**src/rtl/uart_tx_periph.sv**
```systemverilog
// Bus-mapped UART transmitter: TX FIFO feeding an 8N1 serializer with a programmable divisor.
// Define UART_TX_IRQ_EN to add the CTRL register (offset 4) and the irq output.
module uart_tx_periph #(
    parameter int unsigned FIFO_DEPTH    = 16,
    parameter logic [15:0] DIVISOR_RESET = 16'd434
) (
    input  logic       clk,
    input  logic       reset,
    input  logic [2:0] address,
    input  logic [7:0] data_in,
    output logic [7:0] data_out,
    input  logic       wrt_en,
    input  logic       chip_select,
`ifdef UART_TX_IRQ_EN
    output logic       irq,
`endif
    output logic       tx
);
    localparam int unsigned AW = $clog2(FIFO_DEPTH);
    localparam logic [AW:0] DEPTH_C = (AW + 1)'(FIFO_DEPTH);

    typedef enum logic [1:0] {IDLE, START, DATA, STOP} state_t;

    state_t        state_q, state_d;
    logic [15:0]   baud_q, baud_d;
    logic [15:0]   div_q, div_d;
    logic [7:0]    shift_q, shift_d;
    logic [2:0]    idx_q, idx_d;
    logic          tx_q, tx_d;
    logic [7:0]    dout_q, dout_d;
    logic          ovf_q, ovf_d;
    logic [AW-1:0] wptr_q, wptr_d;
    logic [AW-1:0] rptr_q, rptr_d;
    logic [AW:0]   count_q, count_d;
    logic [7:0]    mem_q [FIFO_DEPTH];

    logic          wr_cyc, rd_cyc;
    logic          push_req, push_ok, pop;
    logic          fifo_empty, fifo_full, busy, baud_done;
    logic [15:0]   reload;
    logic [7:0]    status;

`ifdef UART_TX_IRQ_EN
    logic ctrl_q, ctrl_d;
    logic irq_q, irq_d;
`endif

    always_comb begin
        wr_cyc     = chip_select & wrt_en;
        rd_cyc     = chip_select & ~wrt_en;
        push_req   = wr_cyc && (address == 3'd0);
        push_ok    = push_req && (count_q < DEPTH_C);
        fifo_empty = (count_q == '0);
        fifo_full  = (count_q == DEPTH_C);
        busy       = (state_q != IDLE);
        baud_done  = (baud_q == 16'd0);
        // A divisor of zero still yields a one-cycle bit period
        reload     = (div_q == 16'd0) ? 16'd0 : div_q - 16'd1;
        status     = {4'd0, ovf_q, busy, fifo_empty, fifo_full};
    end

    always_comb begin
        state_d = state_q;
        baud_d  = baud_q;
        shift_d = shift_q;
        idx_d   = idx_q;
        pop     = 1'b0;
        unique case (state_q)
            IDLE: begin
                if (!fifo_empty) begin
                    pop     = 1'b1;
                    shift_d = mem_q[rptr_q];
                    baud_d  = reload;
                    state_d = START;
                end
            end
            START: begin
                if (baud_done) begin
                    baud_d  = reload;
                    idx_d   = 3'd0;
                    state_d = DATA;
                end else begin
                    baud_d = baud_q - 16'd1;
                end
            end
            DATA: begin
                if (baud_done) begin
                    baud_d  = reload;
                    shift_d = {1'b0, shift_q[7:1]};
                    idx_d   = idx_q + 3'd1;
                    if (idx_q == 3'd7) begin
                        state_d = STOP;
                    end
                end else begin
                    baud_d = baud_q - 16'd1;
                end
            end
            STOP: begin
                if (baud_done) begin
                    if (!fifo_empty) begin
                        pop     = 1'b1;
                        shift_d = mem_q[rptr_q];
                        baud_d  = reload;
                        state_d = START;
                    end else begin
                        state_d = IDLE;
                    end
                end else begin
                    baud_d = baud_q - 16'd1;
                end
            end
            default: state_d = IDLE;
        endcase

        unique case (state_d)
            START:   tx_d = 1'b0;
            DATA:    tx_d = shift_d[0];
            default: tx_d = 1'b1;
        endcase
    end

    always_comb begin
        wptr_d = push_ok ? wptr_q + 1'b1 : wptr_q;
        rptr_d = pop ? rptr_q + 1'b1 : rptr_q;
        unique case ({push_ok, pop})
            2'b10:   count_d = count_q + 1'b1;
            2'b01:   count_d = count_q - 1'b1;
            default: count_d = count_q;
        endcase

        div_d = div_q;
        if (wr_cyc && address == 3'd2) div_d[7:0] = data_in;
        if (wr_cyc && address == 3'd3) div_d[15:8] = data_in;

        // Set beats the read-clear when both land on the same edge
        ovf_d = ovf_q;
        if (rd_cyc && address == 3'd1) ovf_d = 1'b0;
        if (push_req && !push_ok) ovf_d = 1'b1;

        dout_d = dout_q;
        if (rd_cyc) begin
            unique case (address)
                3'd1:    dout_d = status;
                3'd2:    dout_d = div_q[7:0];
                3'd3:    dout_d = div_q[15:8];
`ifdef UART_TX_IRQ_EN
                3'd4:    dout_d = {7'd0, ctrl_q};
`endif
                default: dout_d = 8'h00;
            endcase
        end
    end

`ifdef UART_TX_IRQ_EN
    always_comb begin
        ctrl_d = ctrl_q;
        if (wr_cyc && address == 3'd4) ctrl_d = data_in[0];
        irq_d = ctrl_q & fifo_empty & ~busy;
    end

    always_ff @(posedge clk or posedge reset) begin
        if (reset) begin
            ctrl_q <= 1'b0;
            irq_q  <= 1'b0;
        end else begin
            ctrl_q <= ctrl_d;
            irq_q  <= irq_d;
        end
    end

    assign irq = irq_q;
`endif

    always_ff @(posedge clk) begin
        if (push_ok) mem_q[wptr_q] <= data_in;
    end

    always_ff @(posedge clk or posedge reset) begin
        if (reset) begin
            state_q <= IDLE;
            baud_q  <= 16'd0;
            div_q   <= DIVISOR_RESET;
            shift_q <= 8'h00;
            idx_q   <= 3'd0;
            tx_q    <= 1'b1;
            dout_q  <= 8'h00;
            ovf_q   <= 1'b0;
            wptr_q  <= '0;
            rptr_q  <= '0;
            count_q <= '0;
        end else begin
            state_q <= state_d;
            baud_q  <= baud_d;
            div_q   <= div_d;
            shift_q <= shift_d;
            idx_q   <= idx_d;
            tx_q    <= tx_d;
            dout_q  <= dout_d;
            ovf_q   <= ovf_d;
            wptr_q  <= wptr_d;
            rptr_q  <= rptr_d;
            count_q <= count_d;
        end
    end

    assign tx       = tx_q;
    assign data_out = dout_q;

endmodule
```
**config.mk**
```make
export PLATFORM = sky130hd
export DESIGN_NAME = uart_tx_periph
export DESIGN_NICKNAME = d
export VERILOG_FILES = /design/src/rtl/uart_tx_periph.sv
export SDC_FILE = /design/constraint.sdc
export NUM_CORES = 1
export LEC_CHECK = 0
export BUFFER_PORTS_ARGS = -buffer_cell sky130_fd_sc_hd__buf_2
export CAP_MARGIN = 20
export CORE_ASPECT_RATIO = 0.6
export CORE_UTILIZATION = 38
export CTS_BUF_LIST = sky130_fd_sc_hd__clkbuf_8
export DETAILED_ROUTE_END_ITERATION = 7
export GPL_ROUTABILITY_DRIVEN = 0
export MAX_ROUTING_LAYER = met4
export PLACE_DENSITY = 0.6
export SYNTH_ARGS = -nofsm -noshare
export SYNTH_HDL_FRONTEND = slang
export SYNTH_SLANG_ARGS = --single-unit
```
**constraint.sdc**
```tcl
create_clock -name clk -period 3.6 [get_ports clk]
set_clock_uncertainty 0.15 [all_clocks]
set_input_delay 0.18 -clock clk [delete_from_list [all_inputs] [get_ports clk]]
set_output_delay 0.18 -clock clk [all_outputs]
set_load 0.01 [all_outputs]
```
Word level (Yosys, flattened, before mapping). Memory sizes are Yosys's and may differ from the RTL's. Index checks and enable logic that the tools add are counted.

Register bits after elaboration: 68. Memory bits (writable): 128. Input bits: 15. Output and inout bits: 9. Logic and storage cells: 89. Memories: 1.

Memories: mem_q (depth 16, width 8, read ports 1, clocked after memory_dff 0, wr ports 1, RTL line 35) `logic [7:0] mem_q [FIFO_DEPTH];`.

$add $sub $neg: 7. Order comparisons: 1. Equality and inequality tests: 15. Muxes and demuxes: 29. Bitwise gates (word level): 3. Reductions and logical operators: 20.

Operators with widths (count): 2-to-1 mux 16 bit (4); one-hot mux 16 bit (3 select lines) (1); one-hot mux 8 bit (3 select lines) (2); zero test 16 bit (2); subtractor 16 x 1 -> 16 bit, second input constant (2); 2-to-1 mux 8 bit (3); 2-to-1 mux 2 bit (5); one-hot mux 5 bit (2 select lines) (1); adder 4 x 1 -> 4 bit, second input constant (2); == test 2 bit, second input constant (4); one-hot mux 2 bit (4 select lines) (1); nonzero test 2 bit (4); 2-to-1 mux 1 bit (7); == test 2 x 1 -> 1 bit, second input constant (3); == test 3 x 2 -> 1 bit, second input constant (2); logical AND 1 bit (6); 2-to-1 mux 3 bit (2); != test 2 bit, second input constant (3); one-hot mux 3 bit (2 select lines) (1); AND reduction 3 bit (2); adder 5 x 1 -> 5 bit, second input constant (1); == test 5 bit, second input constant (1); zero test 5 bit (1); less-than comparator 5 bit, second input constant (1); other kinds (12) (14).

Depth between registers and ports, before layout. Gate-level depths: netlist of the first run.

Word-level depth: 6. Mapped depth: 15. Depth with buffers taken out: 15.

Worst setup path after synthesis of the first run. Ideal clock, no wire load.

Path type: reg2reg. From: register baud_q[0]. To: register count_q[4]. Setup time: 0.124 ns. Data arrival time: 3.260 ns. Required time: 3.326 ns. Setup slack: 0.066 ns. Cell stages (with the launch flop): 16. Path buffers: 0. Period minus slack after synthesis: 3.534 ns. Cells stage by stage: dfrtp_1 inv_1 ha_1 or3b_2 nor4_4 a31oi_2 nor3_2 ha_1 inv_1 fa_1 inv_1 a21o_1 a21oi_1 xnor2_1 nor2_1 xnor2_1.

Cells in the longest elaborated chain, start to end: 5. Elaborated cells on any way between the ends: 7. Those cells by class: 2 x eq/ne; 3 x mux; 2 x reduce/logical.

RTL lines: from (decl) (RTL line 25) `logic [15:0] baud_q, baud_d;`; from (signal assigned) (RTL line 193) `baud_q <= baud_d;`; zero test 16 bit (*) (RTL line 56) `baud_done = (baud_q == 16'd0);`; 2-to-1 mux 1 bit (*) (RTL line 99) `if (baud_done) begin`; one-hot mux 1 bit (2 select lines) (*) (RTL line 68) `unique case (state_q)`; via pop (RTL line 38) `logic push_req, push_ok, pop;`; == test 2 x 1 -> 1 bit / == test 2 bit (equally long branches) (RTL line 125) `unique case ({push_ok, pop})`; one-hot mux 5 bit (2 select lines) / nonzero test 2 bit (equally long branches); to (signal assigned) (RTL line 202) `count_q <= count_d;`; to (decl) (RTL line 34) `logic [AW:0] count_q, count_d;`.

The timed path passes the listed nets; every way through them passes the cells marked *. A chain may end at the register's enable or synchronous reset.

Final worst setup path of the first run.
From: register baud_q[7]. To: register count_q[4].

The elaborated chain is that of the path after synthesis.

==> results of run 1 <==
## per-layer routing
| metal | up-vias | GRT usage (%) |
|---|---|---|
| li1 | 2787 | - |
| met2 | 241 | 26.48 |
| met5 | - | - |
| met4 | 0 | 5.177 |
| met3 | 22 | 4.402 |
| met1 | 3178 | 30.60 |
## cell type report
class,count,area (sq um)
clock buffer,17,234.0
clock inverter,15,167.7
fill,2140,13640
inverter,19,71.32
multi-input combinational,446,3607
sequential,196,5554
tap,322,402.9
timing repair buffer,69,493.0
## through the flow
step / utilization [%] / worst slack [ns] / power, mW
after floorplan: - / 0.06567 / 5.177
after global placement: 41.25 / 0.1430 / 6.004
after detailed placement: 41.25 / 0.05744 / 6.110
after CTS: 43.45 / 0.02351 / 7.593
after global routing: 43.57 / 0.04793 / 8.086
final: 43.57 / 0.2066 / 7.639
## worst min path at each step
| stage | depth (start not counted) | to |
|---|---|---|
| finish | 4 | data_out[3]$_DFFE_PP0P_ |
| global route | 4 | data_out[0]$_DFFE_PP0P_ |
| CTS | 4 | data_out[3]$_DFFE_PP0P_ |
| detailed placement | 2 | shift_q[0]$_DFF_PP0_ |
| global placement | 2 | rptr_q[1]$_DFFE_PP0P_ |
| floorplan | 0 | mem_q[0][0]$_DFFE_PP_ |
## critical path: cells and delay by family, from the launching register on
family                   cells  cell delay (ns)
adder cells (fa/ha/maj)      2             0.49
buffers and inverters        1             0.12
AO/OA/AOI/OAI                3             0.49
AND/OR/NAND/NOR              4             1.28
XOR/XNOR                     2             0.27
flip-flops                   1             0.47
## cells in the mapped netlist (4+ instances only)
library cell               instances  share of area, %
sky130_fd_sc_hd__a211oi_1          4              0.32
sky130_fd_sc_hd__a21boi_0          4              0.32
sky130_fd_sc_hd__a21oi_1          22               1.2
sky130_fd_sc_hd__a221o_1           6              0.64
sky130_fd_sc_hd__a22oi_1           6              0.48
sky130_fd_sc_hd__a31oi_1           5              0.33
sky130_fd_sc_hd__buf_2             5              0.27
sky130_fd_sc_hd__clkbuf_1         25               1.0
sky130_fd_sc_hd__dfrtp_1          62                17
sky130_fd_sc_hd__dfstp_2           6               1.7
sky130_fd_sc_hd__edfxtp_1        128                41
sky130_fd_sc_hd__ha_1             19               2.5
sky130_fd_sc_hd__inv_1            18              0.72
sky130_fd_sc_hd__mux2_2           18               2.2
sky130_fd_sc_hd__mux2i_1          15               1.6
sky130_fd_sc_hd__mux4_2           35               8.4
sky130_fd_sc_hd__nand2_1          47               1.9
sky130_fd_sc_hd__nand2b_1          9              0.60
sky130_fd_sc_hd__nand3_1          10              0.53
sky130_fd_sc_hd__nand4_1           5              0.33
sky130_fd_sc_hd__nor2_1           45               1.8
sky130_fd_sc_hd__nor2b_1          11              0.74
sky130_fd_sc_hd__nor3_1           26               1.4
sky130_fd_sc_hd__nor3b_1           6              0.48
sky130_fd_sc_hd__nor4_1            8              0.53
sky130_fd_sc_hd__o211ai_1          6              0.48
sky130_fd_sc_hd__o21a_1            4              0.32
sky130_fd_sc_hd__o21ai_0          37               2.0
sky130_fd_sc_hd__o22ai_1           7              0.47
sky130_fd_sc_hd__o31ai_1           5              0.40
sky130_fd_sc_hd__or4_1             4              0.32
sky130_fd_sc_hd__xnor2_1          15               1.4
sky130_fd_sc_hd__xor2_1           10              0.94
## cell families (layout without fill, tap and decap cells)
logic type      Yosys count  after routing  share of synthesized area [%]
compound gates          135            135                          9.750
flops                   196            196                          59.36
mux                      68             68                          12.20
xor+xnor                 25             25                          2.341
buf+inv                  54            120                          2.394
fa+ha+maj                20             20                          2.755
simple gates            198            198                          11.21
## sequential cells by signal, summed over array words and instances, names as in the netlist, 2 cells and up
name / count
mem_q: 128
count_q: 5
div_q: 16
wptr_q: 4
shift_q: 8
baud_q: 16
state_q: 2
data_out: 8
idx_q: 3
rptr_q: 4
## cells in the final DEF (no fill, tap or decap), types with 22 or more instances in the layout
cell                       instances
sky130_fd_sc_hd__nor2_1           45
sky130_fd_sc_hd__o21ai_0          37
sky130_fd_sc_hd__nor3_1           26
sky130_fd_sc_hd__nand2_1          47
sky130_fd_sc_hd__buf_2            23
sky130_fd_sc_hd__edfxtp_1        128
sky130_fd_sc_hd__dfrtp_1          61
sky130_fd_sc_hd__buf_4            33
sky130_fd_sc_hd__mux4_2           35
sky130_fd_sc_hd__a21oi_1          22
## power groups by stage
stage / Sequential (mW) / Combinational, mW / Clock [mW]
final: 3.08 / 3.10 / 1.47
after global routing: 3.13 / 3.37 / 1.59
after CTS: 3.07 / 3.02 / 1.50
after detailed placement: 3.11 / 3.00 / 0
after global placement: 3.09 / 2.91 / 0
after floorplan: 2.92 / 2.25 / 0
## what timing repair did
item	4_1_cts	5_1_grt
endpoints found under the hold margin	171	0
setup endpoints to repair	0	1
resized for setup	0	5
hold buffers	13	0
buffers inserted	0	1
==> flow_results.org, run 1 <==
** Detailed routing
- DR top layer :: met4
- Number of iterations in the first detailed-routing pass :: 5
- After the first detailed-routing iteration, the DRC count stood at 535.
- For this block, the routed nets add up to 22,930 microns of wire.
- Dividing the detail-routed via count by the number of cells gives 5.745.
- Average wire per standard cell :: 21.15 microns
- Vias after detailed routing :: 6,228
- Final routed DRC violation total :: 0
- Met2 wirelength from detailed routing :: 9413 microns
- The detail route stage leaves a number of antenna-violating nets equal to 0.
- Routed length on met1 :: 11,690 microns
- Metal3 WL :: 1593 microns

** Placed design
- After legalization and detailed placement, the total HPWL measured 16,220 microns.
- Input and output buffers added on the ports amount to 23.
- Once placement completed, the tool counted placed cells totaling 1,038.
- Post-detailed-placement cell area :: 9968 sq um

** Synthesis
- Of all flip-flops after synthesis, the portion carrying an async set or reset was 34.69%.
- Number of synthesized flops with an enable pin :: 128
- Count of different cell masters after synthesis :: 73
- Top_reg_cell synth :: sky130_fd_sc_hd__edfxtp_1
- Yosys warning total :: 0
- Post-synthesis cell count :: 696
- The share of the Yosys chip area taken by registers is 59.36%.
- Synthesis produced a netlist with a net count of 731.
- Averaged over all synthesized cells, the footprint is 13.44 sq um.
- Synthesis-stage register bit count :: 196
- The synthesized netlist occupies a cell area of 9355 sq um.

** Setup path
- Worst setup endpoint :: count_q[4]$_DFFE_PP0P_
- Element type at the critical path end :: flip-flop
- The signal on the critical path passes through or4_4 -> nor4_4 -> a31oi_4 -> nor3_4 -> ha_2 -> buf_4 -> ha_1 -> a21o_1 -> a21oi_1 -> xnor2_1 -> nor2_1 -> xnor2_1.
- For the worst setup path, the data required time is 3.82 ns.
- STA classifies the critical path startpoint as a flip-flop.
- The number of cells on the worst reg-to-reg path is 12.
- The slowest stage of the critical path is the sky130_fd_sc_hd__or4_4 cell.
- The worst register-to-register path begins at baud_q[7]$_DFF_PP0_.
- CP peak stage delay :: 0.59 ns
- Along the worst path, the maximum fanout reaches 6.
- The critical path is of the reg -> reg type.
- For flop-to-flop paths, the worst setup slack is 0.21 ns.
- Among the stages of the critical path, the cell type that occurs most often is sky130_fd_sc_hd__xnor2_1.
- The worst register-to-register path ends at count_q[4]$_DFFE_PP0P_.
- Data on the critical path arrives at its endpoint at 3.61 ns.
- In this run the worst setup path begins at baud_q[7]$_DFF_PP0_.

** STA
- Worst hold-check slack :: 0.06016 ns
- Pins over their slew limit :: 0
- After layout, the worst path uses 94.26% of the clock period.
- Final setup viols :: 0
- The number of endpoints with negative hold slack in the final report came to 0.
- Setup TNS :: 0 ns
- Slew Limit Headroom :: 33.22%
- At the pin with the least slew margin, the transition time is 0.9980 ns.
- Setup repair after global routing left no endpoint under its margin.
- Highest clock frequency the design can meet :: 294.7 MHz
- The smallest clock period supported by the final layout is computed as 3.393 ns.

** Hold path
- Hold path startpoint :: chip_select
- Path type of the worst min-delay path :: in -> reg

** CTS
- Number of levels the H-tree was split into :: 4
- The later pin in the worst-skew pair is clocked with a latency of 0.49 ns.
- Counting the buffers created by CTS gives 17.
- For this design, the sink count on the clock tree is 196.
- Register clock-pin slew on the reported worst setup and hold paths :: 0.10 ns
- CTS Root Cell :: sky130_fd_sc_hd__clkbuf_8
- TritonCTS clock tree :: built
- Buffers from clock root to sink, at most :: 2

** Final layout
- Area growth from synthesis to layout :: 12.56%
- Once layout is complete, the cells apart from fillers number 1,084.
- After the last flow step, the layout net total stands at 784.
- The repair_antennas step left the layout with diodes totalling 0.
- With fillers left out, the area of the finished cells amounts to 10,530 sq um.
- Of the cells placed in the final design, the portion with a size suffix greater than 1 is 22.31%.

** Floorplanning
- Initial standard-cell utilization of the core :: 38.71%
- The die covers 25,270 sq um.
- The floorplan has 44 rows.
- Pin placement for this block handled 24 I/O pins.
- The core region is 24,170 sq um.
- Die width :: 204.6 microns
- The die is 123.5 microns tall.

** Pwr
- Total power density per cell area :: 725.4 nW/um^2
- Net switching is 38.05% of the power.
- Maximum vdd ir drop :: 0.3050 mV
- In this run the power spent charging and discharging nets is 2.907 mW.
- Sequential cells account for 40.3% of the total power.
- Leakage power figure :: 3.777 nW
- Combinational share of power :: 40.5%
- Clock network power share :: 19.2%
- Cell internal power dissipation :: 4.732 mW

** Global route
- Global routing finished with a remaining overflow of 0.
- The number of antenna violations at the first check in global routing was 0.
- Vias in the first global route :: 6,015
- Entering global routing, the biggest net connects 37 pins.
- Across every metal layer, demand over resource in global routing totals 20.06%.
- The first global-routing pass estimated 35,850 microns of wire.

** Status
- The flow ran to the end, and the final reports show no timing, DRC or antenna violations.

** Run
- Across the run, the number of max-cap violations was 0.
Note: power is estimated with default switching activity, not from simulation.
==> inputs of run 2 (changes only) <==
Settings changed: GPL_TIMING_DRIVEN from default to 0.
==> flow_results.org, run 2 (same netlist as run 1, synthesis figures left out) <==
** Status
- Result of the run :: finished clean (unchanged)

** Setup path
- Data required, critical path :: 3.82 ns (about the same)
- Critical Path, Cell by Cell: inv_1 -> ha_2 -> nor3b_1 -> nand4_1 -> nor2_1 -> clkbuf_1 -> o21ai_0 -> o211ai_1 -> o31ai_1 (was or4_4 -> nor4_4 -> a31oi_4 -> nor3_4 -> ha_2 -> buf_4 -> ha_1 -> a21o_1 -> a21oi_1 -> xnor2_1 -> nor2_1 -> xnor2_1).
- The data arrival time at the worst-slack endpoint is 3.75 ns (was 3.61 ns).
- The worst setup path category is reg -> reg (unchanged).
- CP peak stage delay :: 0.65 ns (was 0.59 ns)
- The standard cell with the maximum stage delay on the critical path is sky130_fd_sc_hd__nor2_1 (was sky130_fd_sc_hd__or4_4).
- The type of origin of the critical path is a flip-flop (unchanged).
- Element type at the critical path end :: flip-flop (unchanged)
- Worst Path Max Fanout :: 10 (was 6)

** Floorplanning
- The cell row count is 44 (unchanged).
- The width of the chip was 204.6 microns (unchanged).
- Io pins :: 24 (unchanged)
- The initial core utilization came to 38.71% (unchanged).
- Floorplan Core Area :: 24,170 sq um (unchanged)
- The die area was 25,270 sq um (unchanged).
- Vert. Die Dim :: 123.5 microns (unchanged)

** Placed design
- HPWL reported at the end of detailed placement :: 17,310 microns (was 16,220 microns)
- The worst slack at placement is -0.6473 ns (was 0.05744 ns).
- Number of port buffers :: 23 (unchanged)

** STA
- The final-layout setup total negative slack was 0 ns (unchanged).
- The headroom to the max-slew limit is 28.69% (was 33.22%).
- The number of endpoints with negative hold slack in the final report is 0 (unchanged).
- Final worst-path setup slack :: 0.06597 ns (was 0.2066 ns)
- Tmin final :: 3.534 ns (was 3.393 ns)
- The number of endpoints failing setup at the final stage was 0 (unchanged).
- The achievable frequency was 283.0 MHz (was 294.7 MHz).
- The portion of the clock cycle consumed by the worst path in the final layout was 98.17% (was 94.26%).
- The number of pins with negative max-slew slack in the final report was 0 (unchanged).
- Unrepaired setup endpoints after global routing: no (unchanged).
- Slew at the pin with the worst max-slew slack :: 1.060 ns (was 0.9980 ns)

** Global route
- Vias in the first global route :: 5,855 (was 6,015)
- Global route total overflow :: 0 (unchanged)
- Pin count of the biggest net entering global routing :: 58 (was 37)
- The aggregate global-route resource usage came to 21.02% (was 20.06%).
- The first-pass GRT wire length came to 36,800 microns (was 35,850 microns).
- The number of antenna violations at the first check in global routing is 0 (unchanged).

** Final layout
- Highest-count cells in the layout ignoring fill and taps: sky130_fd_sc_hd__edfxtp_1 (128), sky130_fd_sc_hd__dfrtp_1 (61), sky130_fd_sc_hd__nand2_1 (47), sky130_fd_sc_hd__nor2_1 (45), sky130_fd_sc_hd__o21ai_0 (37) (unchanged).
- The antenna diode count is 0 (unchanged).
- Net count reported at finish :: 799 (was 784)
- The fill cell total of the finished layout came to 2,218 (was 2,140).
- Post-layout util :: 43.86% (was 43.57%)
- Largest registers :: mem_q x128, baud_q x16, div_q x16 (unchanged)
- Flip-flop count of the largest register after layout :: 128 (unchanged)
- The ratio of cells with drive above 1 in the final layout is 20.59% (was 22.31%).
- The register name with the most flops is mem_q (unchanged).
- Area growth from synthesis to layout :: 13.31% (was 12.56%)
- The most common library cell in the layout ignoring fill and taps was sky130_fd_sc_hd__edfxtp_1 (unchanged).

** CTS
- Clock latency reported for the late side of the worst-skew pair :: 0.49 ns (about the same)
- Register clock-pin slew on the reported worst setup and hold paths :: 0.10 ns (about the same)
- CTS Root Cell :: sky130_fd_sc_hd__clkbuf_8 (unchanged)
- Number of levels the H-tree was split into :: 4 (unchanged)
- Clk sink count :: 196 (unchanged)
- The TritonCTS clock tree is built (unchanged).
- The number of buffers created by CTS is 17 (unchanged).
- The maximum clock insertion buffer count is 2 (unchanged).

** Detailed routing
- The final routed wire length divided by cell count is 22.18 microns (was 21.15 microns).
- Number of iterations in the first detailed-routing pass :: 6 (was 5)
- The count of vias placed by the detailed router was 6,317 (was 6,228).
- Iteration-0 DRC Markers :: 718 (was 535)
- Final wirelength :: 24,380 microns (was 22,930 microns)
- Final routed DRC violation total :: 0 (unchanged)
- Antenna Nets Post-Route :: 0 (unchanged)
- Vias/cell :: 5.748 (was 5.745)

** Pwr
- The leakage power summed over all cells is 3.767 nW (was 3.777 nW).
- The power density over the cells is 734.1 nW/um^2 (was 725.4 nW/um^2).
- The largest voltage drop on the vdd net came to 0.2040 mV (was 0.3050 mV).
- Overall power of the completed layout :: 7.781 mW (was 7.639 mW)

** Hold path
- Path type of the worst min-delay path :: in -> reg (unchanged)

** Run
- Max-cap viol count :: 0 (unchanged)
[run 2: changes by cell type in the layout (fill, tap and decap cells not counted), moves of 2 or more]
| cell | change |
|---|---|
| sky130_fd_sc_hd__buf_4 | -24 |
| sky130_fd_sc_hd__clkbuf_1 | +25 |
| sky130_fd_sc_hd__nor3_2 | +4 |
| sky130_fd_sc_hd__buf_1 | +3 |
| sky130_fd_sc_hd__buf_2 | +6 |
| sky130_fd_sc_hd__nor3_1 | -4 |
| sky130_fd_sc_hd__inv_8 | -2 |
| sky130_fd_sc_hd__buf_6 | +3 |
[run 2: metal layers]
layer	track usage, %	wire length, microns	vias up
met5	-	0	-
met4	5.224	176	0
met3	5.561	2334	20
met2	24.68	9087	267
met1	34.05	12780	3215
li1	-	-	2815
[run 2: what timing repair did]
action                     in CTS  in global routing
buffers inserted                2                  7
pin swaps                       2                  3
setup endpoints to repair      10                  9
hold endpoints to repair      203                  0
hold buffers                   14                  0
gates resized for setup         4                  5
[run 2: stage by stage]
step | cells | area, sq um | hold WS, ns
detailed placement | 1044 | 9940 | -0.03797
finish | 1099 | 10600 | 0.03969
CTS | 1092 | 10520 | 0.005163
global placement | 1041 | 9873 | 0.3239
floorplan | 696 | 9355 | 0.1289
global route | 1099 | 10600 | 0.1012
[run 2: worst paths after layout]
check | startpoint | end | slack, ns | cells after the start
worst max-delay path | baud_q[0]$_DFF_PP0_ | baud_q[9]$_DFF_PP0_ | 0.07 | 9
worst min-delay path | chip_select | ovf_q$_DFFE_PP0P_ | 0.04 | 5
worst max register to register | baud_q[0]$_DFF_PP0_ | baud_q[9]$_DFF_PP0_ | 0.07 | 9
worst min register to register | data_out[0]$_DFFE_PP0P_ | data_out[0]$_DFFE_PP0P_ | 0.34 | 2
max in group asynchronous | reset | div_q[1]$_DFFE_PP1P_ | 2.12 | 5
min in group asynchronous | reset | baud_q[14]$_DFF_PP0_ | 0.58 | 4
[run 2: power breakdown]
group | internal [mW] | switching (mW) | total [mW] | leakage (nW)
logic | 1.40 | 1.90 | 3.30 | 1.56
clock network | 0.692 | 0.830 | 1.52 | 0.203
registers | 2.68 | 0.282 | 2.96 | 2.00
total | 4.77 | 3.01 | 7.78 | 3.77
[run 2: final cells by class]
type                    instances  area, sq um  share of cell area [%]
clock buffers                  17        234.0                   2.207
multi-input cells             446         3638                   34.32
flip-flops and latches        196         5554                   52.40
clock inverters                15        177.7                   1.676
repair buffers                 49        366.6                   3.458
well taps                     322        402.9                   3.801
inverters                      19        73.82                  0.6964
plain buffers                  35        152.6                   1.440
[run 2: worst max-delay path: cells and delay by family, from the launching register on]
| family | cells | cell delay, ns |
|---|---|---|
| simple gates | 3 | 1.61 |
| buf+inv | 2 | 0.59 |
| flops | 1 | 0.42 |
| fa+ha+maj | 1 | 0.20 |
| compound gates | 3 | 0.45 |
==> inputs of run 3 (changes only) <==
Settings changed: BUFFER_PORTS_ARGS -buffer_cell sky130_fd_sc_hd__buf_2 to default, DONT_BUFFER_PORTS from default to 1, PLACE_DENSITY 0.6 to 0.59.
==> flow_results.org, run 3 (same netlist as run 1, synthesis figures left out) <==
** Status
- Result of the run :: finished clean (unchanged)

** Detailed routing
- Vias/cell :: 5.795 (was 5.748)
- Final wirelength :: 23,560 microns (was 24,380 microns)
- Final routed DRC violation total :: 0 (unchanged)
- The post-route antenna net violation count was 0 (unchanged).
- The violation count after the first detailed-route iteration came to 670 (was 718).
- Number of iterations in the first detailed-routing pass :: 6 (unchanged)
- Average wire per standard cell :: 21.96 microns (was 22.18 microns)
- Vias after detailed routing :: 6,218 (was 6,317)

** Final layout
- Net count reported at finish :: 773 (was 799)
- The most common library cell in the layout ignoring fill and taps was sky130_fd_sc_hd__edfxtp_1 (unchanged).
- The ratio of cells with drive above 1 in the final layout came to 17.71% (was 20.59%).
- The final standard cell area without fillers was 10,430 sq um (was 10,600 sq um).
- Largest Register :: mem_q (unchanged)
- Largest registers :: mem_q x128, baud_q x16, div_q x16 (unchanged)
- Area growth from synthesis to layout :: 11.52% (was 13.31%)
- The number of flip-flops under the largest register name is 128 (unchanged).
- The post-route core utilization was 43.17% (was 43.86%).
- The final cell count without fillers came to 1,073 (was 1,099).
- Antenna cells :: 0 (unchanged)
- Highest-count cells in the layout ignoring fill and taps :: sky130_fd_sc_hd__edfxtp_1 (128), sky130_fd_sc_hd__dfrtp_1 (61), sky130_fd_sc_hd__nand2_1 (47), sky130_fd_sc_hd__nor2_1 (45), sky130_fd_sc_hd__o21ai_0 (37) (unchanged)

** CTS
- The number of buffers created by CTS is 17 (unchanged).
- Register clock-pin slew on the reported worst setup and hold paths :: 0.11 ns (was 0.10 ns)
- The clock insertion delay at the later pin of the skew report was 0.47 ns (was 0.49 ns).
- TritonCTS clock tree :: built (unchanged)
- Buffers from clock root to sink, at most :: 2 (unchanged)
- Number of levels the H-tree was split into :: 4 (unchanged)
- CTS Root Cell :: sky130_fd_sc_hd__clkbuf_8 (unchanged)
- The clock sink count came to 196 (unchanged).

** Global route
- Global route total overflow :: 0 (unchanged)
- GRT Util Overall :: 20.08% (was 21.02%)
- The via count of the first global-routing pass came to 6,055 (was 5,855).
- The first-pass GRT wire length is 36,190 microns (was 36,800 microns).
- Pin count of the biggest net entering global routing :: 69 (was 58)
- Number of antenna violations at the first check in global routing :: 1 (was 0)

** STA
- The final setup slack of the worst path came to 0.08433 ns (was 0.06597 ns).
- The post-route minimum period was 3.516 ns (was 3.534 ns).
- The achievable frequency came to 284.4 MHz (was 283.0 MHz).
- The number of pins with negative max-slew slack in the final report is 0 (unchanged).
- Count of final hold-check violations :: 0 (unchanged)
- Final setup viols :: 0 (unchanged)
- The slew at the pin with the worst max-slew slack was 1.075 ns (was 1.060 ns).
- The portion of the clock cycle consumed by the worst path in the final layout was 97.66% (was 98.17%).
- Slew Limit Headroom :: 27.31% (was 28.69%)

** Setup path
- The origin of the worst setup path is baud_q[0]$_DFF_PP0_ (unchanged).
- FF-to-FF setup slack :: 0.08 ns (was 0.07 ns)
- Launching point of the worst reg2reg path :: baud_q[0]$_DFF_PP0_ (unchanged)
- The worst flop-to-flop path endpoint is count_q[4]$_DFFE_PP0P_ (was baud_q[9]$_DFF_PP0_).
- The critical-path maximum fanout was 6 (was 10).
- The capturing element type of the critical path is a flip-flop (unchanged).
- The worst setup path category is reg -> reg (unchanged).
- The required time of the worst setup path came to 3.80 ns (was 3.82 ns).
- WP data arrival :: 3.71 ns (was 3.75 ns)
- Kind of start point of the critical path :: flip-flop (unchanged)
- The end of the critical path is count_q[4]$_DFFE_PP0P_ (was baud_q[9]$_DFF_PP0_).
- The worst reg-to-reg path cell count is 15 (was 9).

** Placed design
- The placed instance count is 1,019 (was 1,044).
- The standard cell area after detailed placement was 9786 sq um (was 9940 sq um).
- Pre-CTS worst setup slack :: -0.7119 ns (was -0.6473 ns)
- The count of input and output buffers was 0 (was 23).
- HPWL reported at the end of detailed placement :: 16,350 microns (was 17,310 microns)

** Pwr
- Maximum vdd ir drop :: 0.3792 mV (was 0.2040 mV)
- The leakage power summed over all cells came to 3.639 nW (was 3.767 nW).
- The power density over the cells is 735.2 nW/um^2 (was 734.1 nW/um^2).
- Overall power of the completed layout :: 7.670 mW (was 7.781 mW)

** Floorplanning
- The initial core utilization is 38.71% (unchanged).
- Vert. Die Dim :: 123.5 microns (unchanged)
- The number of top-level pins was 24 (unchanged).
- The width of the chip is 204.6 microns (unchanged).
- Total die area :: 25,270 sq um (unchanged)
- The core area was 24,170 sq um (unchanged).
- The cell row count was 44 (unchanged).

** Hold path
- The worst min-delay path category is in -> reg (unchanged).

** Run
- Max-cap viol count :: 0 (unchanged)
==> run 3: layout make-up <==
cell class / instances / area [sq um]
timing repair buffer: 23 / 207.7
inverter: 19 / 73.82
tap: 322 / 402.9
buffer: 35 / 152.6
sequential: 196 / 5554
fill: 2181 / 13740
multi-input combinational: 446 / 3643
clock inverter: 15 / 163.9
clock buffer: 17 / 234.0
==> run 3: worst min path at each step <==
stage                     start                 endpoint  slack, ns  cells past startpoint
floorplan            data_in[0]    mem_q[0][0]$_DFFE_PP_       0.13                      0
global placement     data_in[4]   mem_q[10][4]$_DFFE_PP_       0.13                      0
detailed placement   data_in[4]    mem_q[9][4]$_DFFE_PP_       0.13                      0
CTS                 chip_select  data_out[0]$_DFFE_PP0P_       0.01                      4
global route         address[1]    div_q[10]$_DFFE_PP0P_       0.05                      3
finish              chip_select  data_out[7]$_DFFE_PP0P_       0.03                      4
==> run 3: what timing repair did <==
action	CTS	global route
resized for setup	3	6
pin swaps	2	4
setup endpoints to repair	5	1
hold buffers	15	0
setup buffers	2	5
hold endpoints to repair	218	0
==> run 3: layer usage <==
metal	vias to the layer above	wire length, microns	GRT usage (%)
li1	2773	-	-
met1	3108	11490	30.82
met2	312	9639	25.84
met3	25	2207	5.324
met4	0	225	4.571
met5	-	0	-
==> run 3: power breakdown <==
| group | total (mW) | leakage [nW] | switching, mW | internal, mW |
|---|---|---|---|---|
| clock | 1.44 | 0.203 | 0.857 | 0.582 |
| combinational | 3.26 | 1.43 | 1.88 | 1.39 |
| sequential | 2.97 | 2.00 | 0.285 | 2.68 |
==> run 3: worst max-delay path, stage by stage (launching register included) <==
cell and delay (ns):
sky130_fd_sc_hd__dfrtp_2 0.46, sky130_fd_sc_hd__inv_1 0.12, sky130_fd_sc_hd__ha_4 0.16, sky130_fd_sc_hd__or3b_4 0.42, sky130_fd_sc_hd__nor4_4 0.31, sky130_fd_sc_hd__a31oi_4 0.16, sky130_fd_sc_hd__nor3_4 0.36, sky130_fd_sc_hd__ha_4 0.22
sky130_fd_sc_hd__inv_1 0.08, sky130_fd_sc_hd__fa_2 0.35, sky130_fd_sc_hd__inv_1 0.07, sky130_fd_sc_hd__a21o_1 0.11, sky130_fd_sc_hd__a21oi_1 0.07, sky130_fd_sc_hd__xnor2_1 0.17, sky130_fd_sc_hd__nor2_1 0.07, sky130_fd_sc_hd__xnor2_1 0.13
==> run 3: through the flow <==
step	TNS (ns)	hold WS, ns
after global routing	-0.001960	0.05221
final	0	0.03032
after floorplan	0	0.1289
after detailed placement	-1.847	0.1303
after global placement	-3.583	0.1308
after CTS	0	0.01381
